<file path="src/rtl/ascii_line_receiver_if.sv">
// ascii_line_receiver_if: character stream in, FIFO stream out, per-line statistics
//   in_data/in_valid/in_ready     : incoming character handshake
//   out_data/out_valid/out_ready  : buffered character stream (first-word fall-through)
//   line_done, line_len, line_xor, line_words, line_ext, line_ovf : statistics of last line
interface ascii_line_receiver_if;
   logic [7:0] in_data;
   logic       in_valid;
   logic       in_ready;
   logic [7:0] out_data;
   logic       out_valid;
   logic       out_ready;
   logic       line_done;
   logic [7:0] line_len;
   logic [7:0] line_xor;
   logic [7:0] line_words;
   logic       line_ext;
   logic       line_ovf;
   modport master (
      output in_data, in_valid, out_ready,
      input  in_ready, out_data, out_valid, line_done, line_len, line_xor, line_words, line_ext, line_ovf
   );
   modport slave (
      input  in_data, in_valid, out_ready,
      output in_ready, out_data, out_valid, line_done, line_len, line_xor, line_words, line_ext, line_ovf
   );
endinterface

</file>
<file path="src/rtl/ascii_line_receiver.sv">
// ascii_line_receiver: buffers newline-delimited ASCII in a FIFO and reports per-line statistics
//   clk   : clock
//   rst_n : asynchronous reset, active high
//   bus   : slave side of ascii_line_receiver_if (input stream, FIFO output, line_* statistics)
module ascii_line_receiver #(
   parameter int DEPTH = 16
) (
   input logic                  clk,
   input logic                  rst_n,
   ascii_line_receiver_if.slave bus
);
   localparam int aw = $clog2(DEPTH);
   localparam logic [aw:0] full_cnt = (aw+1)'(DEPTH);
   typedef enum logic [1:0] {IDLE, LINE, REPORT} state_t;
   state_t state, state_nxt;
   logic [7:0] mem [DEPTH];
   logic [aw-1:0] wr_ptr, rd_ptr;
   logic [aw:0] count;
   logic [7:0] run_len, run_xor, run_words;
   logic run_ext, run_ovf, at_gap;
   logic accept, is_nl, push, pop;
   assign is_nl = bus.in_data == 8'h0A;
   // ready depends only on registered count, so a same-cycle pop never frees room for a push
   assign bus.in_ready = !rst_n && count < full_cnt && state != REPORT;
   assign accept = bus.in_valid && bus.in_ready;
   assign push = accept && !is_nl;
   assign pop = bus.out_valid && bus.out_ready;
   assign bus.out_valid = count != '0;
   assign bus.out_data = mem[rd_ptr];
   assign bus.line_done = state == REPORT;
   always_comb begin
      state_nxt = state;
      if (state == REPORT) state_nxt = IDLE;
      else if (accept) state_nxt = is_nl ? REPORT : LINE;
   end
   always_ff @(posedge clk or posedge rst_n) begin
      if (rst_n) state <= IDLE;
      else state <= state_nxt;
   end
   always_ff @(posedge clk) begin
      if (push) mem[wr_ptr] <= bus.in_data;
   end
   always_ff @(posedge clk or posedge rst_n) begin
      if (rst_n) begin
         wr_ptr <= '0;
         rd_ptr <= '0;
         count <= '0;
      end else begin
         if (push) wr_ptr <= wr_ptr + 1'b1;
         if (pop) rd_ptr <= rd_ptr + 1'b1;
         if (push && !pop) count <= count + 1'b1;
         else if (pop && !push) count <= count - 1'b1;
      end
   end
   // at_gap marks "previous byte was a space or the line just started"
   always_ff @(posedge clk or posedge rst_n) begin
      if (rst_n) begin
         run_len <= '0;
         run_xor <= '0;
         run_words <= '0;
         run_ext <= 1'b0;
         run_ovf <= 1'b0;
         at_gap <= 1'b1;
         bus.line_len <= '0;
         bus.line_xor <= '0;
         bus.line_words <= '0;
         bus.line_ext <= 1'b0;
         bus.line_ovf <= 1'b0;
      end else if (accept && is_nl) begin
         bus.line_len <= run_len;
         bus.line_xor <= run_xor;
         bus.line_words <= run_words;
         bus.line_ext <= run_ext;
         bus.line_ovf <= run_ovf;
         run_len <= '0;
         run_xor <= '0;
         run_words <= '0;
         run_ext <= 1'b0;
         run_ovf <= 1'b0;
         at_gap <= 1'b1;
      end else if (accept) begin
         run_len <= run_len == 8'hFF ? 8'hFF : run_len + 1'b1;
         run_ovf <= run_ovf || run_len == 8'hFF;
         run_xor <= run_xor ^ bus.in_data;
         run_ext <= run_ext || bus.in_data[7];
         run_words <= at_gap && bus.in_data != 8'h20 && run_words != 8'hFF ? run_words + 1'b1 : run_words;
         at_gap <= bus.in_data == 8'h20;
      end
   end
endmodule

</file>
<file path="src/flat_wrapper.sv">
// flat-port wrapper written by rule: the top's interface ports become plain ports
module ascii_line_receiver_flat 
#(
   parameter int DEPTH = 16
)
  (clk, rst_n, bus_in_data, bus_in_valid, bus_out_ready, bus_in_ready, bus_out_data, bus_out_valid, bus_line_done, bus_line_len, bus_line_xor, bus_line_words, bus_line_ext, bus_line_ovf);
  ascii_line_receiver_if bus_i ();
  input logic clk;
  input logic rst_n;
  input wire logic [$bits(bus_i.in_data)-1:0] bus_in_data;
  input wire logic [$bits(bus_i.in_valid)-1:0] bus_in_valid;
  input wire logic [$bits(bus_i.out_ready)-1:0] bus_out_ready;
  output wire logic [$bits(bus_i.in_ready)-1:0] bus_in_ready;
  output wire logic [$bits(bus_i.out_data)-1:0] bus_out_data;
  output wire logic [$bits(bus_i.out_valid)-1:0] bus_out_valid;
  output wire logic [$bits(bus_i.line_done)-1:0] bus_line_done;
  output wire logic [$bits(bus_i.line_len)-1:0] bus_line_len;
  output wire logic [$bits(bus_i.line_xor)-1:0] bus_line_xor;
  output wire logic [$bits(bus_i.line_words)-1:0] bus_line_words;
  output wire logic [$bits(bus_i.line_ext)-1:0] bus_line_ext;
  output wire logic [$bits(bus_i.line_ovf)-1:0] bus_line_ovf;
  assign bus_i.in_data = bus_in_data;
  assign bus_i.in_valid = bus_in_valid;
  assign bus_i.out_ready = bus_out_ready;
  assign bus_in_ready = bus_i.in_ready;
  assign bus_out_data = bus_i.out_data;
  assign bus_out_valid = bus_i.out_valid;
  assign bus_line_done = bus_i.line_done;
  assign bus_line_len = bus_i.line_len;
  assign bus_line_xor = bus_i.line_xor;
  assign bus_line_words = bus_i.line_words;
  assign bus_line_ext = bus_i.line_ext;
  assign bus_line_ovf = bus_i.line_ovf;
  ascii_line_receiver #(.DEPTH(DEPTH)) u_core (.clk(clk), .rst_n(rst_n), .bus(bus_i));
endmodule
</file>
<file path="config.mk">
export PLATFORM = sky130hd
export DESIGN_NAME = ascii_line_receiver_flat
export DESIGN_NICKNAME = d
export VERILOG_FILES = /design/src/rtl/ascii_line_receiver_if.sv /design/src/rtl/ascii_line_receiver.sv /design/src/flat_wrapper.sv
export SDC_FILE = /design/constraint.sdc
export NUM_CORES = 1
export LEC_CHECK = 0
export BUFFER_PORTS_ARGS = -buffer_cell sky130_fd_sc_hd__buf_2
export CAP_MARGIN = 20
export CORE_MARGIN = 5
export CORE_UTILIZATION = 50
export CTS_CLUSTER_SIZE = 16
export DETAILED_ROUTE_END_ITERATION = 7
export PLACE_DENSITY_LB_ADDON = 0.12
export SKIP_CTS_REPAIR_TIMING = 1
export SLEW_MARGIN = 25
export SYNTH_ARGS = -nofsm -noshare
export SYNTH_HDL_FRONTEND = slang
export SYNTH_SLANG_ARGS = --single-unit
export TNS_END_PERCENT = 30
</file>
<file path="constraint.sdc">
create_clock -name clk -period 4.2 [get_ports clk]
set_clock_uncertainty 0.1 [all_clocks]
set_input_delay 1.26 -clock clk [delete_from_list [all_inputs] [get_ports clk]]
set_output_delay 1.26 -clock clk [all_outputs]
set_load 0.02 [all_outputs]
</file>
==> out/qor.yml, run 1 <==
outcome: "finished clean"
slowest_stage: "dfrtp_2"
rrSetupSlack_ns: 1.45
p_total_mw: 5.55
hold_start: "u_core.bus.line_words[3]"
r2r-end: "u_core.mem[8][2]"
cts_num_sinks: 196
max_clock_freq_mhz: 266
cts_max_level: 4
reg2reg_from: "u_core.state[1]"
worst_setup_path_end_kind: "output port"
critical_path_class: "flop to output port"
antenna_found_initial: 0
n_antenna_cell: 0
clkLatencyLatePin_ns: 0.42
initial_core_util: 0.509
p_leak_nw: 3.58
final_cell_area_mm2: 0.00925
crit_chain: "buf_12, mux4_2, a22oi_1, nand2_1, buf_2"
synth-edff-count: 128
rr_worst_depth: 6
ys.flop_type: "edfxtp_1"
final_cells: 839
place_congestion: 0.828
fin_util: 0.583
rows: 46
fillers: 1262
cts_buffers: 17
async_flop_share: 0.347
ys_warn_count: 0
mostFrequentLayoutCell: "edfxtp_1"
synth_fp_nets: 574
hold_viol: 0
placed_cell_area_mm2: 0.00865
die_h_um: 137
grt_pass1_vias: 4797
firstDrtPassIters: 4
grt_usage: 0.185
hold_path_depth: 2
die_area_mm2: 0.0188
rsz0062_at_grt: "no"
post-route-min-period_ns: 3.76
syn_inst: 550
grt-ovfl-total: 0
clockRootBuffer: "clkbuf_16"
maxSlewHeadroom: 0.369
clockBufferDepth: 2
slew_violations: 0
ir_drop_uv: 343
worstSetupStartpointType: "flop"
required_ns: 2.84
min-delay-path-class: "flop to flop"
vias: 4582
cts_tree: "done"
maxCapViolations: 0
synth-seq-cells: 196
tightest_slew_ns: 0.942
synthToLayoutAreaGrowth_pct: 14.3
drt_iter0_drc: 228
max_stage_delay_ns: 0.62
io_buffers: 48
wl_um: 15900
final_nets: 634
post_synth_num_cell_types: 52
drive_above_1_share: 0.242
period_share: 0.895
antenna_left: 0
netlist_area_mm2: 0.00809
fin_tns_setup_ns: 0
drt-vias-per-instance: 5.46
design.core.area_mm2: 0.0159
path_max_fanout: 20
hpwl_um: 10800
chipWidth_um: 137
arrival_ns: 2.40
dp.cells: 807
avgSynthCellArea_um2: 14.7
final_cell_mix: "edfxtp_1, nand2_1, dfrtp_1"
clkTransAtPathRegs_ns: 0.07
ys_seq_area_frac: 0.685
grt_max_degree: 60
holdPathEnd: "u_core.bus.line_words[3]"
ios: 49
grt_pass1_wl_um: 26000
power_density_mw_per_mm2: 599
setup_violations: 0
wl_per_cell_um: 19.0
drc_errors: 0
==> cell families (layout without fill, tap and decap cells) <==
| logic type | after synthesis | count (layout) | synth area share |
|---|---|---|---|
| AND/OR/NAND/NOR | 187 | 187 | 0.105 |
| XOR/XNOR | 19 | 19 | 0.0206 |
| adder cells (fa/ha/maj) | 12 | 12 | 0.0195 |
| flip-flops | 196 | 196 | 0.685 |
| multiplexers | 35 | 35 | 0.0931 |
| AO/OA/AOI/OAI | 64 | 64 | 0.0569 |
| buffers and inverters | 37 | 110 | 0.0193 |
==> per-layer routing <==
metal  vias up  track usage  routed length (um)
met2        92        0.310                8190
met1      2334        0.249                7080
met3        13       0.0336                 523
met5         -            0                   0
li1       2143            -                   -
met4         0       0.0565                 142
==> power breakdown <==
group	leakage, nW	total, mW	internal [mW]	switching [mW]
Clock	0.289	1.63	0.951	0.679
Combinational	1.26	1.44	0.665	0.778
Sequential	2.03	2.47	2.26	0.217
Total	3.58	5.55	3.87	1.67
==> state kept, by name (all words and copies together) (netlist names) <==
name                   cells
u_core.run_ext             1
u_core.bus.line_xor        8
u_core.run_ovf             1
u_core.run_len             8
u_core.rd_ptr              4
u_core.bus.line_len        8
u_core.run_words           8
u_core.bus.line_ovf        1
u_core.state               2
u_core.bus.line_ext        1
u_core.run_xor             8
u_core.mem               128
u_core.count               5
u_core.bus.line_words      8
u_core.at_gap              1
u_core.wr_ptr              4
==> worst max-delay path: cells and delay by family (launching register included) <==
kind,cells,cell delay [ns]
buffers and inverters,2,0.43
AOI/OAI and AO/OA,1,0.31
muxes,1,0.53
and+or+nand+nor,1,0.09
DFF,1,0.62
==> worst max-delay path by stage <==
| stage | cells past startpoint | startpoint | endpoint |
|---|---|---|---|
| 4_1_cts | 5 | u_core.rd_ptr[0] | bus_out_data[0] |
| 2_1_floorplan | 12 | bus_in_data[2] | u_core.count[4] |
| 6_report | 5 | u_core.rd_ptr[0] | bus_out_data[0] |
| 3_3_place_gp | 12 | bus_in_data[2] | u_core.count[4] |
| 5_1_grt | 5 | u_core.rd_ptr[0] | bus_out_data[0] |
| 3_5_place_dp | 12 | bus_in_data[2] | u_core.count[4] |
==> synthesized netlist by cell type, types with 2 or more instances <==
| cell | n | area (um2) |
|---|---|---|
| nand3_1 | 8 | 40.0 |
| o31ai_1 | 2 | 15.0 |
| ha_1 | 11 | 138 |
| a211oi_2 | 2 | 25.0 |
| o41ai_1 | 2 | 17.5 |
| dfrtp_1 | 67 | 1680 |
| nand4_1 | 4 | 25.0 |
| clkbuf_1 | 14 | 52.6 |
| xnor2_1 | 8 | 70.1 |
| nand2b_1 | 2 | 12.5 |
| a41oi_1 | 3 | 26.3 |
| and3_1 | 4 | 25.0 |
| a21o_1 | 2 | 15.0 |
| buf_4 | 2 | 15.0 |
| a41oi_2 | 2 | 32.5 |
| inv_1 | 9 | 33.8 |
| mux4_2 | 32 | 721 |
| nor2b_1 | 4 | 25.0 |
| a21oi_1 | 10 | 50.1 |
| nor2_1 | 33 | 124 |
| mux2_2 | 2 | 22.5 |
| o21a_1 | 2 | 15.0 |
| xor2_1 | 11 | 96.3 |
| o21ai_0 | 15 | 75.1 |
| nor3_1 | 9 | 45.0 |
| a22oi_1 | 16 | 120 |
| buf_2 | 8 | 40.0 |
| edfxtp_1 | 128 | 3840 |
| buf_1 | 4 | 15.0 |
| nand2_1 | 108 | 405 |
| a31oi_1 | 2 | 12.5 |
| a22o_1 | 3 | 26.3 |
| o211ai_1 | 2 | 15.0 |
==> area by class of cell <==
class	instances	area [um2]	area share
repair buffers	69	410	0.0443
multi-input cells	317	2390	0.258
inverters	9	33.8	0.00365
well taps	216	270	0.0292
clock buffers	19	443	0.0479
clock inverters	13	159	0.0172
flip-flops and latches	196	5550	0.600
==> through the flow <==
| stage | worst slack (ns) | hold WS, ns |
|---|---|---|
| 6_report | 0.440 | 0.368 |
| 5_1_grt | 0.263 | 0.402 |
| 4_1_cts | 0.376 | 0.374 |
| 3_5_place_dp | 0.358 | 0.357 |
| 3_3_place_gp | 0.410 | 0.354 |
| 2_1_floorplan | 0.472 | 0.340 |
No activity file was read; power rests on OpenSTA's default activity.
==> run 2, diff against run 1 <==
Settings changed: PLACE_DENSITY set to 0.68, PLACE_DENSITY_LB_ADDON 0.12 to not set.
==> run 2 against run 1 <==
Register-to-register slack barely moved. Wire length rose by 4.1%. Die area stayed put. Critical path depth is the same. Worst setup slack worse by 0.084 ns. Fmax down 2.2%. Design area is 0.43% lower. Count of clock-buffer cells in the layout down 1. Largest cell class unchanged. Largest power group unchanged.
==> out/qor.yml, run 2 (synthesized netlist as in run 1, its figures left out) <==
rrSetupSlack_ns: 1.46
final_cell_area_mm2: 0.00921
place_ws_ns: 0.524
tightest_slew_ns: 0.938
grt-ovfl-total: 0
antenna_found_initial: 0
die_h_um: 137
max_clock_freq_mhz: 260
hold_viol: 0
p_total_mw: 5.56
grt_pass1_wl_um: 26700
largest_register_ffs: 128
clkTransAtPathRegs_ns: 0.07
fin_util: 0.580
cts_max_level: 4
arrival_ns: 2.48
post-route-min-period_ns: 3.84
ir_drop_uv: 320
min-delay-path-class: "flop to flop"
p_leak_nw: 3.57
io_buffers: 48
final_nets: 632
grt_usage: 0.191
period_share: 0.915
rows: 46
maxCapViolations: 0
slew_violations: 0
setup_ws_ns: 0.355
mostFrequentLayoutCell: "edfxtp_1"
cts_buffers: 17
die_area_mm2: 0.0188
drt-vias-per-instance: 5.71
chipWidth_um: 137
rr_worst_depth: 7
maxSlewHeadroom: 0.372
drt_iter0_drc: 283
grt_pass1_vias: 4841
setup_violations: 0
holdPathEnd: "u_core.bus.line_xor[6]"
crit_chain: "buf_4, mux4_2, a22oi_1, nand2_1, buf_2"
drc_errors: 0
place_congestion: 0.829
grt_max_degree: 36
synthToLayoutAreaGrowth_pct: 13.9
slowest_stage: "dfrtp_2"
r2r-end: "u_core.mem[1][2]"
required_ns: 2.84
wl_per_cell_um: 19.8
max_stage_delay_ns: 0.69
outcome: "finished clean"
hpwl_um: 11200
reg2reg_from: "u_core.state[1]"
power_density_mw_per_mm2: 603
path_max_fanout: 15
clockBufferDepth: 2
cts_num_sinks: 196
top_register: "u_core.mem"
rsz0062_at_grt: "no"
firstDrtPassIters: 6
design.core.area_mm2: 0.0159
cts_tree: "done"
clkLatencyLatePin_ns: 0.43
worst_setup_path_end_kind: "output port"
hold_start: "u_core.bus.line_xor[6]"
drive_above_1_share: 0.237
n_antenna_cell: 0
vias: 4775
initial_core_util: 0.509
worstSetupStartpointType: "flop"
clockRootBuffer: "clkbuf_16"
ios: 49
antenna_left: 0
critical_path_class: "flop to output port"
fin_tns_setup_ns: 0
final_cell_mix: "edfxtp_1, nand2_1, dfrtp_1"
wl_um: 16600
hold_path_depth: 2
placed_cell_area_mm2: 0.00862
-- run 2: where the power goes --
| part | switching [mW] | total [mW] | internal (mW) |
|---|---|---|---|
| Combinational | 0.789 | 1.45 | 0.657 |
| Clock | 0.684 | 1.62 | 0.933 |
| Sequential | 0.237 | 2.49 | 2.26 |
| Total | 1.71 | 5.56 | 3.85 |
-- run 2: critical path: cells and delay by family, from the launching register on --
| family | cells | cell delay [ns] |
|---|---|---|
| buffers and inverters | 2 | 0.50 |
| AOI/OAI and AO/OA | 1 | 0.23 |
| and+or+nand+nor | 1 | 0.10 |
| DFF | 1 | 0.69 |
| muxes | 1 | 0.53 |
-- run 2: how the worst max path moves through the flow --
stage | startpoint | to | slack (ns) | cells after the start
after CTS | u_core.rd_ptr[0] | bus_out_data[0] | 0.30 | 5
after detailed placement | bus_in_data[4] | u_core.count[4] | 0.52 | 12
after global routing | u_core.rd_ptr[0] | bus_out_data[1] | 0.19 | 5
after floorplan | bus_in_data[2] | u_core.count[4] | 0.47 | 12
after global placement | bus_in_data[4] | u_core.count[4] | 0.54 | 12
final | u_core.rd_ptr[0] | bus_out_data[0] | 0.36 | 5
-- run 2: metrics by stage --
stage / std cells / hold slack (ns)
global placement: 805 / 0.355
CTS: 836 / 0.374
detailed placement: 805 / 0.357
floorplan: 550 / 0.340
global route: 836 / 0.400
finish: 836 / 0.369
-- run 2: cell type report --
| cell class | count | area (um2) |
|---|---|---|
| clock buffer | 18 | 429 |
| clock inverter | 13 | 160 |
| fill | 1249 | 6670 |
| inverter | 9 | 33.8 |
| multi-input combinational | 317 | 2390 |
| sequential | 196 | 5550 |
| tap | 216 | 270 |
| timing repair buffer | 67 | 383 |
-- run 2: metal layers --
| metal | wire (um) | GRT usage | vias to the layer above |
|---|---|---|---|
| li1 | - | - | 2154 |
| met1 | 7200 | 0.258 | 2466 |
| met2 | 8380 | 0.311 | 139 |
| met3 | 745 | 0.0405 | 16 |
| met4 | 267 | 0.0626 | 0 |
| met5 | 0 | 0 | - |
==> run 3, diff against run 2 <==
==> constraint.sdc (replaced) <==
create_clock -name clk -period 4.2 [get_ports clk]
set_clock_uncertainty 0.1 [all_clocks]
set_input_delay 0.42 -clock clk [delete_from_list [all_inputs] [get_ports clk]]
set_output_delay 0.42 -clock clk [all_outputs]
set_load 0.02 [all_outputs]
==> run 3 against run 2 <==
Count of clock-buffer cells in the layout is the same. Non-clock buffer count decreased by 4. Critical path depth did not move. Total power is 0.54% lower. Critical path type unchanged. Critical endpoint is now bus_out_data[2]. Highest routed layer unchanged.
==> out/qor.yml, run 3 (synthesized netlist as in run 1, its figures left out) <==
max_clock_freq_mhz: 323
top_register: "u_core.mem"
drt-vias-per-instance: 5.61
grt_max_degree: 41
n_antenna_cell: 0
setup_violations: 0
final_nets: 628
grt-ovfl-total: 0
max_stage_delay_ns: 0.82
p_leak_nw: 3.54
antenna_found_initial: 0
place_congestion: 0.805
rrSetupSlack_ns: 1.36
maxCapViolations: 0
cts_buffers: 17
clockRootBuffer: "clkbuf_16"
cts_max_level: 4
wl_per_cell_um: 20.2
setup_ws_ns: 1.10
grt_pass1_wl_um: 26300
critical_path_class: "flop to output port"
rr_worst_depth: 6
clkLatencyLatePin_ns: 0.43
synthToLayoutAreaGrowth_pct: 13.5
ir_drop_uv: 331
drt_iter0_drc: 306
power_density_mw_per_mm2: 602
hpwl_um: 10800
period_share: 0.737
firstDrtPassIters: 5
cts_num_sinks: 196
critPathTopFamily: "flip-flops"
chipWidth_um: 137
fin_tns_setup_ns: 0
worstSetupStartpointType: "flop"
r2r-end: "u_core.mem[8][6]"
worst_setup_path_end_kind: "output port"
rows: 46
vias: 4670
tightest_slew_ns: 1.09
ios: 49
initial_core_util: 0.509
drive_above_1_share: 0.232
place_ws_ns: 0.902
grt_pass1_vias: 4744
rsz0062_at_grt: "no"
mostFrequentLayoutCell: "edfxtp_1"
crit_chain: "buf_4, mux4_2, a22oi_1, nand2_1, buf_2"
cts_tree: "done"
required_ns: 3.68
die_h_um: 137
fillers: 1275
die_area_mm2: 0.0188
slowest_stage: "dfrtp_2"
path_buf_inv: 2
final_cell_mix: "edfxtp_1, nand2_1, dfrtp_1"
maxSlewHeadroom: 0.271
path_max_fanout: 21
clockBufferDepth: 2
hold_viol: 0
slew_violations: 0
clkTransAtPathRegs_ns: 0.07
p_total_mw: 5.53
antenna_left: 0
min-delay-path-class: "input pin to async pin"
post-route-min-period_ns: 3.10
arrival_ns: 2.58
outcome: "finished clean"
grt_usage: 0.190
reg2reg_from: "u_core.state[1]"
io_buffers: 48
wl_um: 16800
design.core.area_mm2: 0.0159
drc_errors: 0
largest_register_ffs: 128
==> run 3: cell count changes in the layout (fill, tap and decap cells not counted), sizes merged <==
cell      change
clkinv        -2
inv           +1
clkinvlp      +1
buf           -4
==> run 3: worst max path at each step <==
| stage | from | end | slack, ns | cells after the start |
|---|---|---|---|---|
| after global placement | bus_in_data[2] | u_core.count[4] | 1.02 | 12 |
| after floorplan | u_core.state[1] | u_core.count[4] | 1.13 | 13 |
| after CTS | u_core.rd_ptr[0] | bus_out_data[5] | 1.03 | 5 |
| final | u_core.rd_ptr[0] | bus_out_data[2] | 1.10 | 5 |
| after detailed placement | bus_in_data[2] | u_core.count[4] | 0.90 | 12 |
| after global routing | u_core.rd_ptr[0] | bus_out_data[5] | 0.92 | 5 |
==> run 3: per-layer routing <==
layer / GRT usage / wire, um / vias up
met5: 0 / 0 / -
met4: 0.0565 / 371 / 0
met3: 0.0435 / 774 / 30
met2: 0.312 / 8480 / 120
met1: 0.255 / 7140 / 2375
li1: - / - / 2145
==> run 3: final cells by class <==
cell class / instances / area (um2) / area share
Multi-Input combinational cell: 317 / 2390 / 0.260
Clock inverter: 13 / 156 / 0.0170
Clock buffer: 18 / 429 / 0.0467
Sequential cell: 196 / 5550 / 0.604
Timing Repair Buffer: 63 / 353 / 0.0384
Tap cell: 216 / 270 / 0.0294
Inverter: 9 / 33.8 / 0.00368
==> run 3: metrics by stage <==
| step | cells | cell area (um2) | util | hold WS, ns |
|---|---|---|---|---|
| detailed placement | 801 | 8600 | 0.541 | 0.358 |
| floorplan | 550 | 8090 | - | 0.340 |
| global route | 832 | 9180 | 0.578 | 0.154 |
| global placement | 801 | 8600 | 0.541 | 0.355 |
| finish | 832 | 9180 | 0.578 | 0.112 |
| CTS | 832 | 9180 | 0.578 | 0.123 |
==> run 3: power breakdown <==
part / switching (mW) / leakage [nW] / total (mW) / internal (mW)
Sequential: 0.317 / 2.03 / 2.57 / 2.26
Clock: 0.681 / 0.279 / 1.61 / 0.931
Combinational: 0.695 / 1.23 / 1.34 / 0.648
Total: 1.69 / 3.54 / 5.53 / 3.83
